`src/rtl/fpu_op_sequencer.sv`:
```
// -----------------------------------------------------------------------------
// fpu_op_sequencer
//
// Single-outstanding issue controller between the EX stage and the shared FPU
// datapath. It accepts one FP op over a valid/ready handshake and registers the
// opcode and operands onto the FPU inputs. It waits a per-class latency, then
// captures the FPU result and presents it to writeback over a second
// valid/ready handshake. A synchronous flush kills the op in flight.
//
// Parameters:
//   LAT_SGNJ   cycles an FSGNJ-class op (10001/10010/10011) occupies the FPU (1..15)
//   LAT_ARITH  cycles any other FP op (i_alu_op[4]==1) occupies the FPU (1..15)
//
// Ports:
//   i_clk, i_rst_n          clock, asynchronous active-low reset
//   i_valid / o_ready       EX-side issue handshake
//   i_alu_op, i_operand_a,
//   i_operand_b, i_rd       op presented by EX
//   i_flush                 synchronous kill of any in-flight op
//   o_fpu_op/o_fpu_a/o_fpu_b  registered FPU inputs (held outside accept)
//   i_fpu_result            combinational FPU result for o_fpu_*
//   o_wb_valid / i_wb_ready writeback handshake
//   o_wb_data, o_wb_rd      captured result and its destination
//   o_busy                  high while an op is executing or awaiting writeback
//
// Optional feature (macro FPU_SEQ_PERF_EN):
//   adds o_op_count[31:0], the number of completed writeback handshakes
//   (wraps; flushed ops are not counted).
// -----------------------------------------------------------------------------
module fpu_op_sequencer #(
  parameter int unsigned LAT_SGNJ  = 1,
  parameter int unsigned LAT_ARITH = 4
) (
  input  logic        i_clk,
  input  logic        i_rst_n,
  input  logic        i_valid,
  output logic        o_ready,
  input  logic [4:0]  i_alu_op,
  input  logic [31:0] i_operand_a,
  input  logic [31:0] i_operand_b,
  input  logic [4:0]  i_rd,
  input  logic        i_flush,
  output logic [4:0]  o_fpu_op,
  output logic [31:0] o_fpu_a,
  output logic [31:0] o_fpu_b,
  input  logic [31:0] i_fpu_result,
  output logic        o_wb_valid,
  input  logic        i_wb_ready,
  output logic [31:0] o_wb_data,
  output logic [4:0]  o_wb_rd,
  output logic        o_busy
`ifdef FPU_SEQ_PERF_EN
  ,
  output logic [31:0] o_op_count
`endif
);

  // The 4-bit latency counter cannot represent anything outside 1..15.
  generate
    if (LAT_SGNJ < 1 || LAT_SGNJ > 15 || LAT_ARITH < 1 || LAT_ARITH > 15) begin : g_bad_latency
      $error("fpu_op_sequencer: LAT_SGNJ and LAT_ARITH must be in 1..15");
    end
  endgenerate

  // Counter is loaded with latency-1 so that "counter==0" marks the last
  // EXEC cycle and the result is sampled exactly LAT edges after accept.
  localparam logic [3:0] SGNJ_LOAD  = 4'(LAT_SGNJ - 1);
  localparam logic [3:0] ARITH_LOAD = 4'(LAT_ARITH - 1);

  typedef enum logic [1:0] {
    IDLE = 2'd0,
    EXEC = 2'd1,
    DONE = 2'd2
  } state_t;

  state_t      state, state_next;
  logic [3:0]  count;
  logic [4:0]  rd_q;
  logic        is_sgnj;
  logic        accept;
  logic        exec_last;
  logic        wb_fire;

  assign is_sgnj   = (i_alu_op == 5'b10001) || (i_alu_op == 5'b10010) ||
                     (i_alu_op == 5'b10011);
  assign accept    = (state == IDLE) && i_valid && o_ready && !i_flush;
  assign exec_last = (state == EXEC) && (count == 4'd0) && !i_flush;
  assign wb_fire   = (state == DONE) && i_wb_ready && !i_flush;

  // ---------------------------------------------------------------------------
  // FSM state register
  // ---------------------------------------------------------------------------
  always_ff @(posedge i_clk or negedge i_rst_n) begin
    // NOTE: sequential state uses non-blocking assignments so every register
    // samples pre-edge values regardless of statement order.
    if (!i_rst_n) state <= IDLE;
    else          state <= state_next;
  end

  // ---------------------------------------------------------------------------
  // Next-state and handshake outputs
  // ---------------------------------------------------------------------------
  always_comb begin
    // NOTE: every output is defaulted first so no path leaves one unassigned,
    // which would otherwise infer a latch.
    state_next = state;
    o_ready    = 1'b0;
    o_wb_valid = 1'b0;
    o_busy     = 1'b0;

    unique case (state)
      IDLE: begin
        // Non-FP opcodes are refused outright; EX must not issue them.
        o_ready = i_alu_op[4];
        if (accept) state_next = EXEC;
      end
      EXEC: begin
        o_busy = 1'b1;
        if (exec_last) state_next = DONE;
      end
      DONE: begin
        o_busy     = 1'b1;
        o_wb_valid = 1'b1;
        if (wb_fire) state_next = IDLE;
      end
      default: state_next = IDLE;
    endcase

    // Flush wins over accept and over the writeback handshake.
    if (i_flush) state_next = IDLE;
  end

  // ---------------------------------------------------------------------------
  // Latency counter and datapath registers
  // ---------------------------------------------------------------------------
  always_ff @(posedge i_clk or negedge i_rst_n) begin
    if (!i_rst_n) begin
      count     <= 4'd0;
      o_fpu_op  <= 5'd0;
      o_fpu_a   <= 32'd0;
      o_fpu_b   <= 32'd0;
      rd_q      <= 5'd0;
      o_wb_data <= 32'd0;
      o_wb_rd   <= 5'd0;
    end else begin
      if (i_flush)
        count <= 4'd0;
      else if (accept)
        count <= is_sgnj ? SGNJ_LOAD : ARITH_LOAD;
      else if (state == EXEC && count != 4'd0)
        count <= count - 4'd1;

      // FPU inputs only move on accept; they are deliberately not cleared
      // afterwards so the datapath sees stable operands.
      if (accept) begin
        o_fpu_op <= i_alu_op;
        o_fpu_a  <= i_operand_a;
        o_fpu_b  <= i_operand_b;
        rd_q     <= i_rd;
      end

      if (exec_last) begin
        o_wb_data <= i_fpu_result;
        o_wb_rd   <= rd_q;
      end
    end
  end

`ifdef FPU_SEQ_PERF_EN
  always_ff @(posedge i_clk or negedge i_rst_n) begin
    if (!i_rst_n)     o_op_count <= 32'd0;
    else if (wb_fire) o_op_count <= o_op_count + 32'd1;
  end
`endif

endmodule

```
`config.mk`:
```
export PLATFORM = sky130hd
export DESIGN_NAME = fpu_op_sequencer
export DESIGN_NICKNAME = d
export VERILOG_FILES = /design/src/rtl/fpu_op_sequencer.sv
export SDC_FILE = /design/constraint.sdc
export NUM_CORES = 1
export LEC_CHECK = 0
export BUFFER_PORTS_ARGS = -buffer_cell sky130_fd_sc_hd__buf_2
export CORE_UTILIZATION = 30
export CTS_CLUSTER_DIAMETER = 200
export CTS_CLUSTER_SIZE = 28
export DETAILED_ROUTE_END_ITERATION = 8
export PLACE_DENSITY_LB_ADDON = 0.2
export SYNTH_ARGS = -nofsm -noshare
export SYNTH_HDL_FRONTEND = slang
export SYNTH_SLANG_ARGS = --single-unit
```
`constraint.sdc`:
```
create_clock -name i_clk -period 5.4 [get_ports i_clk]
set_input_delay 1.08 -clock i_clk [delete_from_list [all_inputs] [get_ports i_clk]]
set_output_delay 1.08 -clock i_clk [all_outputs]
set_load 0.1 [all_outputs]
```
==> flow_summary_export.csv <==
group,metric,value,unit
layout,layout_commonest_cell,"buf_2",
die,coreArea,0.01531,mm²
outcome,status,"complete, no violations",
yosys,synthFlopType,"dfrtp_1",
die,ios,220,
routing,drt-total-wl,10490,µm
yosys,synth_top_family_by_area,"multiplexers",
layout,n_fill_cell,1433,
routing,wl_met2,4811,µm
routing,ant_nets,0,
clock_network,cts_buffers,17,
yosys,syn_area,0.004727,mm²
yosys,synth.area.mux_share,28.80,%
global_route,grt_max_degree,75,
routing,first_pass_iters,4,
routing,drc,0,
yosys,ys_seq_area_share,61.94,%
global_route,grt_usage,13.48,%
routing,wl_met3,1082,µm
clock_network,cts_htree_levels,4,
clock_network,post_cts_resized,0,
yosys,syn-num-nets,400,
yosys,synth_xor_xnor_area_share,0.1853,%
layout,drive_above_1_share,64.57,%
die,die-area,0.01626,mm²
worst_setup_path,endpoint_kind,"output port",
global_route,grt_overflow_total,0,
sta,setup_viol,0,
place,portBuffers,219,
die,die_w,127.5,µm
place,gp_congestion,0.7332,
sta,finalHoldViolations,0,
yosys,syn_inst,284,
sta,fin_setup_tns,0,ns
yosys,synth-seq-cells,117,
routing,vias,3176,
clock_network,postCtsHoldBufs,0,
clock_network,cts_buffer_depth,2,
worst_hold_path,hold_class,"flip-flop to flip-flop",
routing,highest_layer,"met4",
sta,fmax,357.5,MHz
yosys,synth_edf_count,0,
yosys,async_flop_share,100.0,%
die,die_h,127.5,µm
clock_network,post-cts-setup-buffers,0,
worst_setup_path,critPathMaxFanout,4,
worst_setup_path,arrival,1.72,ns
sta,maxSlewViolCount,0,
die,rows,45,
clock_network,insertion_delay,0.40,ns
clock_network,cts_sinks,117,
layout,layout.nets,628,
place,dp_hpwl,7187,µm
die,start_util,30.87,%
run,cap_violations,0,
clock_network,cts.clk_slew.worst_paths,0.05,ns
global_route,grt_pass1_wl,16610,µm
routing,wl_met1,4488,µm
layout,antenna_cells,0,
yosys,synth-compound-area-share,1.773,%
sta,worstMarginPinSlew,0.9941,ns
layout,final_cell_mix,"buf_2 (218), dfrtp_1 (117), mux2_2 (53), mux2_4 (30), mux2_1 (27)",
sta,slew_headroom,33.73,%
sta,min_period,2.797,ns
worst_setup_path,cp.required,4.32,ns
global_route,grt_pass1_vias,3274,
yosys,yosys_warnings,0,
layout,syn2layout_area_growth,40.89,%
sta,timing.final.crit_share,51.81,%
clock_network,cts_root_buf,"clkbuf_16",
clock_network,cts_tree,"built",
sta,skew,0.008641,ns
routing,drtIter0Drc,81,
worst_setup_path,critical_path_class,"primary input to output port",
routing,vias_per_cell,4.315,
yosys,synth.avg_cell_area,16.64,µm²
routing,wl_per_cell,14.25,µm
worst_setup_path,critPathLaunchType,"primary input",
yosys,synth_simple_gate_area_share,2.991,%
yosys,synth-adder-area-share,1.323,%
yosys,synth_cell_types,34,
sta,rsz0062_at_grt,"false",
global_route,antenna_found_initial,0,
## worst max-delay path, stage by stage
cell    delay [ns]
buf_2         0.10
and2_1        0.12
buf_2         0.42
## sequential cells by signal, summed over array words and instances (netlist names)
register,flops
rd_q,5
o_wb_rd,5
state,2
o_fpu_a,32
count,4
o_wb_data,32
o_fpu_b,32
o_fpu_op,5
## per-layer routing
metal	global-route usage, %	up-vias
li1	-	1472
met1	15.59	1537
met2	21.22	159
met3	7.245	8
met4	4.622	0
met5	0	-
## kinds of logic after synthesis
| group | Yosys count |
|---|---|
| flops | 117 |
| mux | 111 |
| simple gates | 21 |
| buf+inv | 18 |
| compound gates | 11 |
| fa+ha+maj | 5 |
| xor+xnor | 1 |
## final cells by class
class                   count  area (µm²)  area share [%]
clock buffers              21       470.5           7.064
clock inverters            11       196.4           2.949
inverters                   6       22.52          0.3382
multi-input cells         149        1665           25.00
flip-flops and latches    117        2928           43.96
well taps                 211       264.0           3.964
repair buffers            221        1114           16.72
## path summary, 6_finish.rpt
| kind | startpoint | end | slack (ns) | cells past startpoint |
|---|---|---|---|---|
| max in group asynchronous | i_rst_n | rd_q[2]$_DFFE_PN0P_ | 4.06 | 2 |
| worst max register to register | state[0]$_DFFE_PN0P_ | o_fpu_a[27]$_DFFE_PN0P_ | 3.08 | 5 |
| worst min-delay path | o_fpu_op[4]$_DFFE_PN0P_ | o_fpu_op[4]$_DFFE_PN0P_ | 0.47 | 1 |
| worst min register to register | o_fpu_op[4]$_DFFE_PN0P_ | o_fpu_op[4]$_DFFE_PN0P_ | 0.47 | 1 |
| worst max-delay path | i_alu_op[4] | o_ready | 2.60 | 3 |
| min in group asynchronous | i_rst_n | o_wb_data[18]$_DFFE_PN0P_ | 0.82 | 2 |
## synth_stat cells, drive strengths merged, types with 2 or more instances
cell | n | share of area, %
inv | 6 | 0.48
nor2 | 2 | 0.16
a211oi | 3 | 0.48
nand3 | 4 | 0.69
dfrtp | 117 | 62
ha | 5 | 1.3
o21ai | 2 | 0.21
nand2 | 4 | 0.32
buf | 12 | 2.5
mux2 | 110 | 29
## metrics by stage
step / setup slack [ns] / hold WS (ns) / instances / instance area (µm²) / util [%]
floorplan: 2.506 / 0.4602 / 284 / 4727 / -
global placement: 2.602 / 0.4479 / 704 / 5993 / 39.13
detailed placement: 2.606 / 0.4607 / 704 / 5993 / 39.13
CTS: 2.573 / 0.4735 / 736 / 6660 / 43.49
global route: 2.519 / 0.4809 / 736 / 6660 / 43.49
finish: 2.603 / 0.4748 / 736 / 6660 / 43.49
Power is not shown: default switching activity piles up to over one toggle a cycle in this logic, so the estimate is an artifact.
